<file path="src/rtl/universal_shift_reg_n.sv">
// universal_shift_reg_n: parametrised universal shift register with rotate/arithmetic modes
// and a counted burst engine (start -> N shifts -> one-cycle done).
module universal_shift_reg_n #(
    parameter int WIDTH = 8,
    parameter int CNT_W = 4
) (
    input  logic             clk,
    input  logic             rst,
    input  logic [2:0]       mode,
    input  logic             start,
    input  logic [CNT_W-1:0] step_count,
    input  logic [WIDTH-1:0] parallel_in,
    input  logic             shift_left_input,
    input  logic             shift_right_input,
    output logic [WIDTH-1:0] out,
    output logic             serial_out_left,
    output logic             serial_out_right,
    output logic             busy,
    output logic             done
);
    typedef enum logic [1:0] {IDLE, RUN, DONE} state_t;
    state_t           state, state_n;
    logic [2:0]       mode_q, mode_q_n, op_mode;
    logic [CNT_W-1:0] cnt, cnt_n;
    logic [WIDTH-1:0] shifted;
    logic             is_shift, apply;
    assign is_shift = mode inside {3'b001, 3'b010, 3'b100, 3'b101, 3'b110};
    assign op_mode  = (state == RUN) ? mode_q : mode;
    always_comb begin
        case (op_mode)
            3'b001:  shifted = {shift_right_input, out[WIDTH-1:1]};
            3'b010:  shifted = {out[WIDTH-2:0], shift_left_input};
            3'b011:  shifted = parallel_in;
            3'b100:  shifted = {out[0], out[WIDTH-1:1]};
            3'b101:  shifted = {out[WIDTH-2:0], out[WIDTH-1]};
            3'b110:  shifted = {out[WIDTH-1], out[WIDTH-1:1]};
            default: shifted = out;
        endcase
    end
    // A zero-length shift burst skips the operation but still reports done.
    always_comb begin
        state_n  = state;
        cnt_n    = cnt;
        mode_q_n = mode_q;
        apply    = 1'b0;
        case (state)
            IDLE: begin
                apply = !(start && is_shift && step_count == '0);
                if (start) begin
                    state_n = (is_shift && step_count > CNT_W'(1)) ? RUN : DONE;
                    if (is_shift && step_count != '0) begin
                        mode_q_n = mode;
                        cnt_n    = step_count - CNT_W'(1);
                    end
                end
            end
            RUN: begin
                apply = 1'b1;
                cnt_n = cnt - CNT_W'(1);
                if (cnt == CNT_W'(1)) state_n = DONE;
            end
            default: state_n = IDLE;
        endcase
    end
    always_ff @(posedge clk) begin
        if (rst) begin
            state  <= IDLE;
            cnt    <= '0;
            mode_q <= '0;
            out    <= '0;
        end else begin
            state  <= state_n;
            cnt    <= cnt_n;
            mode_q <= mode_q_n;
            out    <= apply ? shifted : out;
        end
    end
    assign serial_out_left  = out[WIDTH-1];
    assign serial_out_right = out[0];
    assign busy             = (state == RUN);
    assign done             = (state == DONE);
endmodule

</file>
<file path="config.mk">
export PLATFORM = sky130hd
export DESIGN_NAME = universal_shift_reg_n
export DESIGN_NICKNAME = d
export VERILOG_FILES = /design/src/rtl/universal_shift_reg_n.sv
export SDC_FILE = /design/constraint.sdc
export NUM_CORES = 1
export LEC_CHECK = 0
export CAP_MARGIN = 20
export CORE_MARGIN = 5
export CORE_UTILIZATION = 48
export CTS_CLUSTER_DIAMETER = 40
export DETAILED_ROUTE_END_ITERATION = 7
export PLACE_DENSITY = 0.91
export SYNTH_ARGS = -nofsm -noshare
export SYNTH_HDL_FRONTEND = slang
export SYNTH_SLANG_ARGS = --single-unit
</file>
<file path="constraint.sdc">
create_clock -name clk -period 2.2 [get_ports clk]
set_input_delay 0.44 -clock clk [delete_from_list [all_inputs] [get_ports clk]]
set_output_delay 0.44 -clock clk [all_outputs]
set_load 0.03 [all_outputs]
</file>
After elaboration in Yosys (flattened, before gate mapping)
Cells that the tools add are included.
{"block": "totals", "regBits": 17, "in_bits": 20, "out_inout_bits": 12}
{"block": "classes", "addsub": 2, "n_lt_le_gt_ge": 1, "n_eq_ne": 17, "muxes": 10, "bitwise_logic": 1, "reduce_logical": 17}
{"operator": "$pmux W8 S6", "n": 1}
{"operator": "$eq A3 B3 Y1 const B", "n": 6}
{"operator": "$reduce_bool A5 Y1", "n": 2}
{"operator": "$eq A3 B2 Y1 const B", "n": 3}
{"operator": "$reduce_and A3 Y1", "n": 3}
{"operator": "$mux W4", "n": 2}
{"operator": "$pmux W4 S2", "n": 1}
{"operator": "$sub A4 B1 Y4 const B", "n": 2}
{"operator": "$eq A3 B1 Y1 const B", "n": 2}
{"operator": "$mux W2", "n": 3}
{"operator": "$reduce_bool A6 Y1", "n": 1}
{"operator": "$eq A4 B1 Y1 const B", "n": 1}
{"operator": "$gt A4 B1 Y1 const B", "n": 1}
{"operator": "$logic_and A1 B1 Y1", "n": 4}
{"operator": "$logic_not A4 Y1", "n": 1}
{"operator": "$ne A2 B2 Y1 const B", "n": 2}
{"operator": "$pmux W2 S2", "n": 1}
{"operator": "$reduce_and A2 Y1", "n": 2}
{"operator": "$reduce_bool A4 Y1", "n": 1}
{"operator": "$mux W3", "n": 1}
{"operator": "$eq A2 B1 Y1 const B", "n": 1}
{"operator": "$eq A2 B2 Y1 const B", "n": 1}
{"operator": "$logic_not A2 Y1", "n": 1}
{"operator": "$ne A2 B1 Y1 const B", "n": 1}
{"operator": "4 further kinds", "n": 4}

Logic depth before layout (Yosys ltp)
Gate-level depths: netlist of the first run.
{"block": "logic_depth", "word_depth": 7, "ltp_mapped": 8, "depth_no_buf": 7}

Worst setup path before layout of the first run
Ideal clock, no wire load.
{"block": "synth_path", "path_type": "input port to flip-flop", "start": "input port step_count[1]", "end": "register cnt[0]", "t_arrival_ns": 1.835, "required_ns": 2.125, "setup_slack_ns": 0.291, "stages": 7, "path_buffers": 0, "cell_sequence": "inv_1 ha_1 or3b_2 nand4_2 nor2_1 a221o_1 a31oi_1"}
{"block": "synth_via", "elab_chain_len": 4}
{"item": "from (decl)", "line": "11", "rtl": "input logic [CNT_W-1:0] step_count,"}
{"item": "$reduce_bool A4 Y1", "line": "51", "rtl": "if (is_shift && step_count != '0) begin"}
{"item": "$logic_and A1 B1 Y1", "line": "51"}
{"item": "$ne A2 B2 Y1 (no source line)"}
{"item": "$reduce_and A3 Y1 (no source line)"}
{"item": "to (signal assigned)", "line": "73", "rtl": "cnt <= cnt_n;"}
{"item": "to (decl)", "line": "24", "rtl": "logic [CNT_W-1:0] cnt, cnt_n;"}
Every way passes these cells.
A chain may end at the register's enable or synchronous reset.

Worst setup path after layout of the first run
{"block": "layout_path", "start": "register state[1]", "end": "register out[0]"}
{"block": "layout_via", "elab_chain_len": 5}
{"item": "from (decl)", "line": "22", "rtl": "state_t state, state_n;"}
{"item": "from (signal assigned)", "line": "72", "rtl": "state <= state_n;"}
{"item": "$eq A2 B1 Y1", "line": "28, 46"}
{"item": "$mux W3", "line": "28", "rtl": "assign op_mode = (state == RUN) ? mode_q : mode;"}
{"item": "$eq A3 B3 Y1 (tied with other cells)", "line": "30", "rtl": "case (op_mode)"}
{"item": "$reduce_bool A6 Y1 (no source line)"}
{"item": "$reduce_and A2 Y1 (no source line)"}
{"item": "to (signal assigned)", "line": "75", "rtl": "out <= apply ? shifted : out;"}
{"item": "to (decl)", "line": "15", "rtl": "output logic [WIDTH-1:0] out,"}
Parallel ways exist; a longest one is shown, timed or not.

==> summary.txt, run 1 <==
Yosys
  • Post-Syn Instances: 142
  • Mapped Area: 1245 sq um
  • Seq cells post-synth: 17
  • Post-synth EDFFs: 0
  • Synth top area cells: dfxtp_1 (27%), o32ai_2 (6.5%), a21oi_1 (4.8%), nand2_1 (4.5%), nor2_1 (4.2%)
  • Post-synth cell types: 48
  • Register area share after synthesis: 27.34%
  • Post-synth top area cell: dfxtp_1
  • Post-synth top area share: between 20 and 30%
  • Synth Flop Type: dfxtp_1
  • Yosys warns: 0
  • Asr flop ratio synth: 0%
  • Mean post-synth cell area: just under 9 sq um
  • Mapped Nets: between 150 and 200

Setup path
  • Sequence of cells on the critical path: nand2b_1 -> mux2_2 -> buf_4 -> a211oi_1 -> a221oi_1 -> a211oi_2
  • R2R setup slack: 130 ps
  • Worst setup EP type: flop
  • CP top delay family: compound AO/OA/AOI/OAI gates
  • Delay of the slowest cell on the worst path: around 450 ps
  • Worst EP arrival: between 2000 and 2500 ps
  • Slowest library cell on the worst path: dfxtp_1
  • Worst path bufs/invs: 1
  • Req. time, crit path: ~2400 ps
  • Top fanout value on the critical path: 6
  • Critical path type: reg -> reg
  • Startpoint Class: flop

Place
  • GPL Wtd Cong: between 0.8 and 0.9
  • IO Port Bufs: 31
  • Pre-CTS WS: -151.2 ps
  • Placed Area: 1668 sq um
  • Final HPWL DP: between 2000 and 3000 um

STA
  • Final setup viols: 0
  • FMAX: roughly 0.48 GHz
  • RSZ-0062 raised after global routing: no
  • Final period util: 94.15%
  • Worst Max-Slew Pin Slew: between 300 and 400 ps
  • Max-slew violation count: 0
  • Max_slew headroom: 77.22%
  • Final Skew: between 1 and 1.5 ps
  • Setup ws final: 128.7 ps
  • Hold Violations, Final: 0
  • Min Clock Period, post-route: about 2100 ps

Layout
  • Antenna diodes: 0
  • Filler cells: between 200 and 250
  • Ratio of cells with drive above 1 in the final layout: a little over a fifth
  • Area of the multi-input gates: 834.6 sq um
  • Post-route cell area: 1699 sq um
  • Synth-to-Final Area Change: 36.48%
  • Commonest non-fill, non-tap cell in the layout: clkdlybuf4s50_1
  • Fin nets: roughly 210
  • Most frequent cells in the layout: clkdlybuf4s50_1 (30), dfxtp_1 (17), buf_4 (16)
  • Util after Layout: between 60% and 70%
  • Register area: 340.3 sq um

Clock tree
  • Clock sinks: 17
  • CTS tree: yes
  • Clock buffer count from CTS: 3
  • Max H-tree Level: 1
  • Hold-fix buffers, CTS: 0
  • Clock tree buffer depth: 2
  • Clock latency on the worst-skew pair: 300 ps
  • Clock root buffer: clkbuf_4
  • Clock Pin Slew Worst Setup and Hold Paths: roughly 100 ps

Global routing
  • Gr usage total: 21.61%
  • Global-route wire length before repair: 5996 um
  • Initial antenna violation count: 0
  • Global route total overflow: 0
  • Largest net degree at the start of global routing: 12
  • Vias in the first global route: about 1400

Die
  • Initial Util: between 50% and 60%
  • Top Ports: 32
  • Core Rows: 18
  • Die X: 60.93 um
  • CORE AREA: about 2500 sq um
  • Die area: 3712 sq um
  • Overall die height: a little over 60 um

Route
  • Post-route DRC: 0
  • Post-DRT Antenna Nets: 0
  • Routed len/inst: around 16 um
  • Detailed Routing Iterations Pass 1: 4
  • Violation count after the first detailed-route iteration: between 70 and 80
  • Routed Wire Length: around 3500 um
  • Via density: 6.000
  • Via count: 1302

Run
  • Count of max-cap constraint violations: 0

Hold path
  • Worst Hold Class: reg -> reg

Run status
  • Outcome: completed

Power and ir drop
  • Static leakage: between 0.6 and 0.7 nW
  • PD cells: slightly above 600 nW/um^2
  • Peak VDD IR: roughly 0.43 mV
[worst register-to-register path, cell delays in order (launching register included)]
cell      delay [ps]
dfxtp_1          450
nand2b_1         320
mux2_2           450
buf_4            160
a211oi_1         260
a221oi_1         120
a211oi_2         250
[power by group]
| part | switching [mW] | internal [mW] | leakage, nW |
|---|---|---|---|
| logic | 0.252 | 0.225 | 0.493 |
| registers | 0.0406 | 0.347 | 0.140 |
| clock network | 0.110 | 0.0680 | 0.0177 |
| total | 0.403 | 0.640 | 0.650 |
[layout make-up]
type / instances / share of cell area (%)
Clock buffer: 3 / 1.325
Clock inverter: 1 / 0.2946
Inverter: 8 / 1.767
Multi-Input combinational cell: 111 / 49.12
Sequential cell: 17 / 20.03
Tap cell: 30 / 2.209
Timing Repair Buffer: 47 / 25.26
[path summary, 6_finish.rpt]
check | from | to | depth (start not counted)
max | state[1] | out[0] | 6
min | cnt[3] | cnt[3] | 2
max reg2reg | state[1] | out[0] | 6
min reg2reg | cnt[3] | cnt[3] | 2
[Yosys cell counts (2+ instances only)]
library cell	number
nand2_1	15
a21oi_1	12
nor2_1	14
o32ai_1	2
or3b_2	2
o32ai_2	5
buf_4	2
nor2b_1	7
o21ai_0	3
mux2i_1	3
mux2_2	2
nor3_1	2
buf_6	2
inv_1	6
mux2_4	2
o22ai_1	6
dfxtp_1	17
nand4_1	2
and2b_1	2
mux2i_4	2
clkbuf_1	2
a211oi_1	3
ha_1	4
[metrics by stage]
stage | std cells | hold WS [ps] | setup TNS, ps | power, mW
floorplan | 142 | 439.6 | 0 | 0.6969
global placement | 213 | 462.7 | -215.3 | 0.8465
detailed placement | 213 | 463.0 | -1262 | 0.8702
CTS | 217 | 481.3 | 0 | 1.049
global route | 217 | 510.2 | 0 | 1.106
finish | 217 | 479.0 | 0 | 1.042
[flip-flops by register name, summed over array words and instances, names as in the netlist]
signal	flops
out	8
cnt	4
state	2
mode_q	3
[metal layers]
metal  up-vias  track usage [%]  share of wire, %
li1        621                -                 -
met5         -                0                 0
met2        62            41.37                50
met4         0            11.76               4.0
met3        17            3.617               7.3
met1       602            21.87                39
[kinds of logic (layout without fill, tap and decap cells)]
logic type,Yosys count,count (layout),synth area share (%)
and+or+nand+nor,52,52,22.21
AOI/OAI and AO/OA,44,44,28.75
DFF,17,17,27.34
buffers and inverters,14,59,6.029
muxes,9,9,10.25
adders and majority gates,4,4,4.020
xor gates and xnor gates,2,2,1.407
[what timing repair did]
action                                  4_1_cts  5_1_grt
endpoints found under the setup margin        1        1
buffers inserted                              0        0
resized for setup                             1        1
(Power assumes the default switching activity.)
==> run 2, diff against run 1 <==
--- a/config.mk
+++ b/config.mk
@@ -8,9 +8,9 @@
 export CAP_MARGIN = 20
 export CORE_MARGIN = 5
 export CORE_UTILIZATION = 48
-export CTS_CLUSTER_DIAMETER = 40
+export CTS_CLUSTER_DIAMETER = 60
 export DETAILED_ROUTE_END_ITERATION = 7
-export PLACE_DENSITY = 0.91
+export PLACE_DENSITY = 0.83
 export SYNTH_ARGS = -nofsm -noshare
 export SYNTH_HDL_FRONTEND = slang
 export SYNTH_SLANG_ARGS = --single-unit
==> run 2 against run 1 <==
Effect of this change:
- critical endpoint is now busy
- core utilization increased by 0.10 points
- highest routed layer unchanged
- largest cell class unchanged
- cell count grew 0.46%
- register-to-register slack barely moved
- critical path type is now reg -> out
==> summary.txt, run 2 (same netlist as run 1, synthesis figures left out) <==
STA
  • Min Clock Period, post-route: about 2100 ps
  • Final period util: about 94%
  • Max_slew headroom: 74.79%
  • Setup TNS: 0 ps
  • RSZ-0062 raised after global routing: no
  • Final setup viols: 0
  • Hold Violations, Final: 0
  • Final Skew: between 9 and 10 ps
  • FMAX: 0.4830 GHz
  • Worst Max-Slew Pin Slew: between 300 and 400 ps
  • Setup ws final: 129.4 ps
  • Max-slew violation count: 0

Setup path
  • Critical path type: reg -> out
  • Worst setup EP type: output pin
  • R2R setup slack: between 100 and 150 ps
  • Req. time, crit path: 1760 ps
  • FF-to-FF Start: state[1]
  • Startpoint Class: flop
  • Worst r2r path cells: 5
  • Top fanout value on the critical path: 7
  • Worst EP arrival: 1630 ps
  • Worst reg2reg endpoint: out[0]

Place
  • GPL Wtd Cong: 0.9218
  • Pre-CTS WS: -131.7 ps
  • IO Port Bufs: 31
  • Final HPWL DP: 2582 um
  • Dpl cells: around 210

Power and ir drop
  • Clock power frac: 16.5%
  • Pwr Total: 1.029 mW
  • Pint: approximately 0.64 mW
  • NetSw: slightly below 0.4 mW
  • PD cells: just over 600 nW/um^2
  • Static leakage: 0.6532 nW
  • Register share of total power: ~38%
  • Peak VDD IR: 0.4432 mV
  • Switching share of power: a little under two fifths
  • Logic pwr share: 46.0%

Die
  • CORE AREA: about 2500 sq um
  • Die area: between 3000 and 4000 sq um
  • Top Ports: 32
  • Overall die height: around 61 um
  • Initial Util: roughly half
  • Core Rows: 18
  • Die X: about 61 um

Clock tree
  • Clock sinks: 17
  • Clock latency on the worst-skew pair: 290 ps
  • Clock buffer count from CTS: 3
  • Max H-tree Level: 1
  • Clock root buffer: clkbuf_4
  • CTS tree: yes
  • Hold-fix buffers, CTS: 0
  • Clock Pin Slew Worst Setup and Hold Paths: between 100 and 150 ps
  • Setup Buffers After CTS: 0
  • Clock tree buffer depth: 2

Hold path
  • Hold worst-path end: cnt[3]
  • Hold path startpoint: cnt[3]
  • Worst Hold Class: reg -> reg
  • Worst hold path depth: 2

Layout
  • Most frequent cells in the layout: clkdlybuf4s50_1 (30), dfxtp_1 (17), buf_4 (17)
  • Synth-to-Final Area Change: 36.68%
  • Commonest non-fill, non-tap cell in the layout: clkdlybuf4s50_1
  • Fin nets: roughly 210
  • Number of flip-flops in the largest register: 8
  • Most flop-heavy register: out
  • Filler cells: 193
  • Antenna diodes: 0
  • Register area: 340.3 sq um
  • Area of the multi-input gates: between 800 and 900 sq um
  • Biggest regs: out x8, cnt x4, mode_q x3
  • Ratio of cells with drive above 1 in the final layout: around a fifth
  • Post-route non-filler standard cell count: 218

Global routing
  • Vias in the first global route: about 1300
  • Initial antenna violation count: 0
  • Gr usage total: 18.62%
  • Global-route wire length before repair: approximately 5200 um
  • Global route total overflow: 0
  • Largest net degree at the start of global routing: 12

Route
  • Violation count after the first detailed-route iteration: 77
  • Post-route DRC: 0
  • Post-DRT Antenna Nets: 0
  • Routed len/inst: ~15 um
  • Via count: between 1000 and 1500
  • Via density: ~6.0
  • Detailed Routing Iterations Pass 1: 4
  • Routed Wire Length: around 3200 um

Run status
  • Outcome: completed

Run
  • Count of max-cap constraint violations: 0
-- run 2: what timing repair did --
item                       in CTS  in global routing
hold endpoints to repair        0                  0
gates resized for setup         1                  0
setup endpoints to repair       1                  0
-- run 2: layout make-up --
type                       instances  area share (%)
tap                               30           2.206
timing repair buffer              48           25.66
clock buffer                       3           1.324
multi-input combinational        111           48.75
sequential                        17           20.00
clock inverter                     1          0.2941
inverter                           8           1.765
-- run 2: worst max path at each step --
stage | from | endpoint | slack, ps | cells past startpoint
2_1_floorplan | step_count[1] | cnt[0] | 290 | 7
3_3_place_gp | mode[1] | out[0] | -50 | 6
3_5_place_dp | step_count[1] | cnt[2] | -130 | 8
4_1_cts | state[1] | out[0] | 140 | 5
5_1_grt | state[1] | busy | 40 | 3
6_report | state[1] | busy | 130 | 3
-- run 2: power by group through the flow --
stage | logic [mW] | clock network [mW] | registers, mW
after floorplan | 0.271 | 0 | 0.426
after global placement | 0.461 | 0 | 0.391
after detailed placement | 0.473 | 0 | 0.394
after CTS | 0.474 | 0.176 | 0.386
after global routing | 0.506 | 0.196 | 0.394
final | 0.473 | 0.169 | 0.387
-- run 2: metrics by stage --
| step | area [sq um] | util, % | hold slack, ps |
|---|---|---|---|
| global route | 1702 | 68.69 | 502.8 |
| CTS | 1702 | 68.69 | 484.0 |
| global placement | 1675 | 67.63 | 457.7 |
| finish | 1702 | 68.69 | 483.8 |
| floorplan | 1245 | - | 439.6 |
| detailed placement | 1675 | 67.63 | 467.0 |
-- run 2: worst max-delay path, stage by stage (launching register included) --
cell           delay [ps]
dfxtp_1               450
nand2b_1              350
inv_2                 150
dlygate4sd2_1         390
-- run 2: routing by layer --
layer  vias up  routed length, um  track usage [%]  share of wire (%)
li1        624                  -                -                  -
met1       608               1279            19.85                 40
met2        60               1614            33.13                 50
met3        12                255            4.468                7.9
met4         0                 68            10.84                2.1
met5         -                  0                0                  0
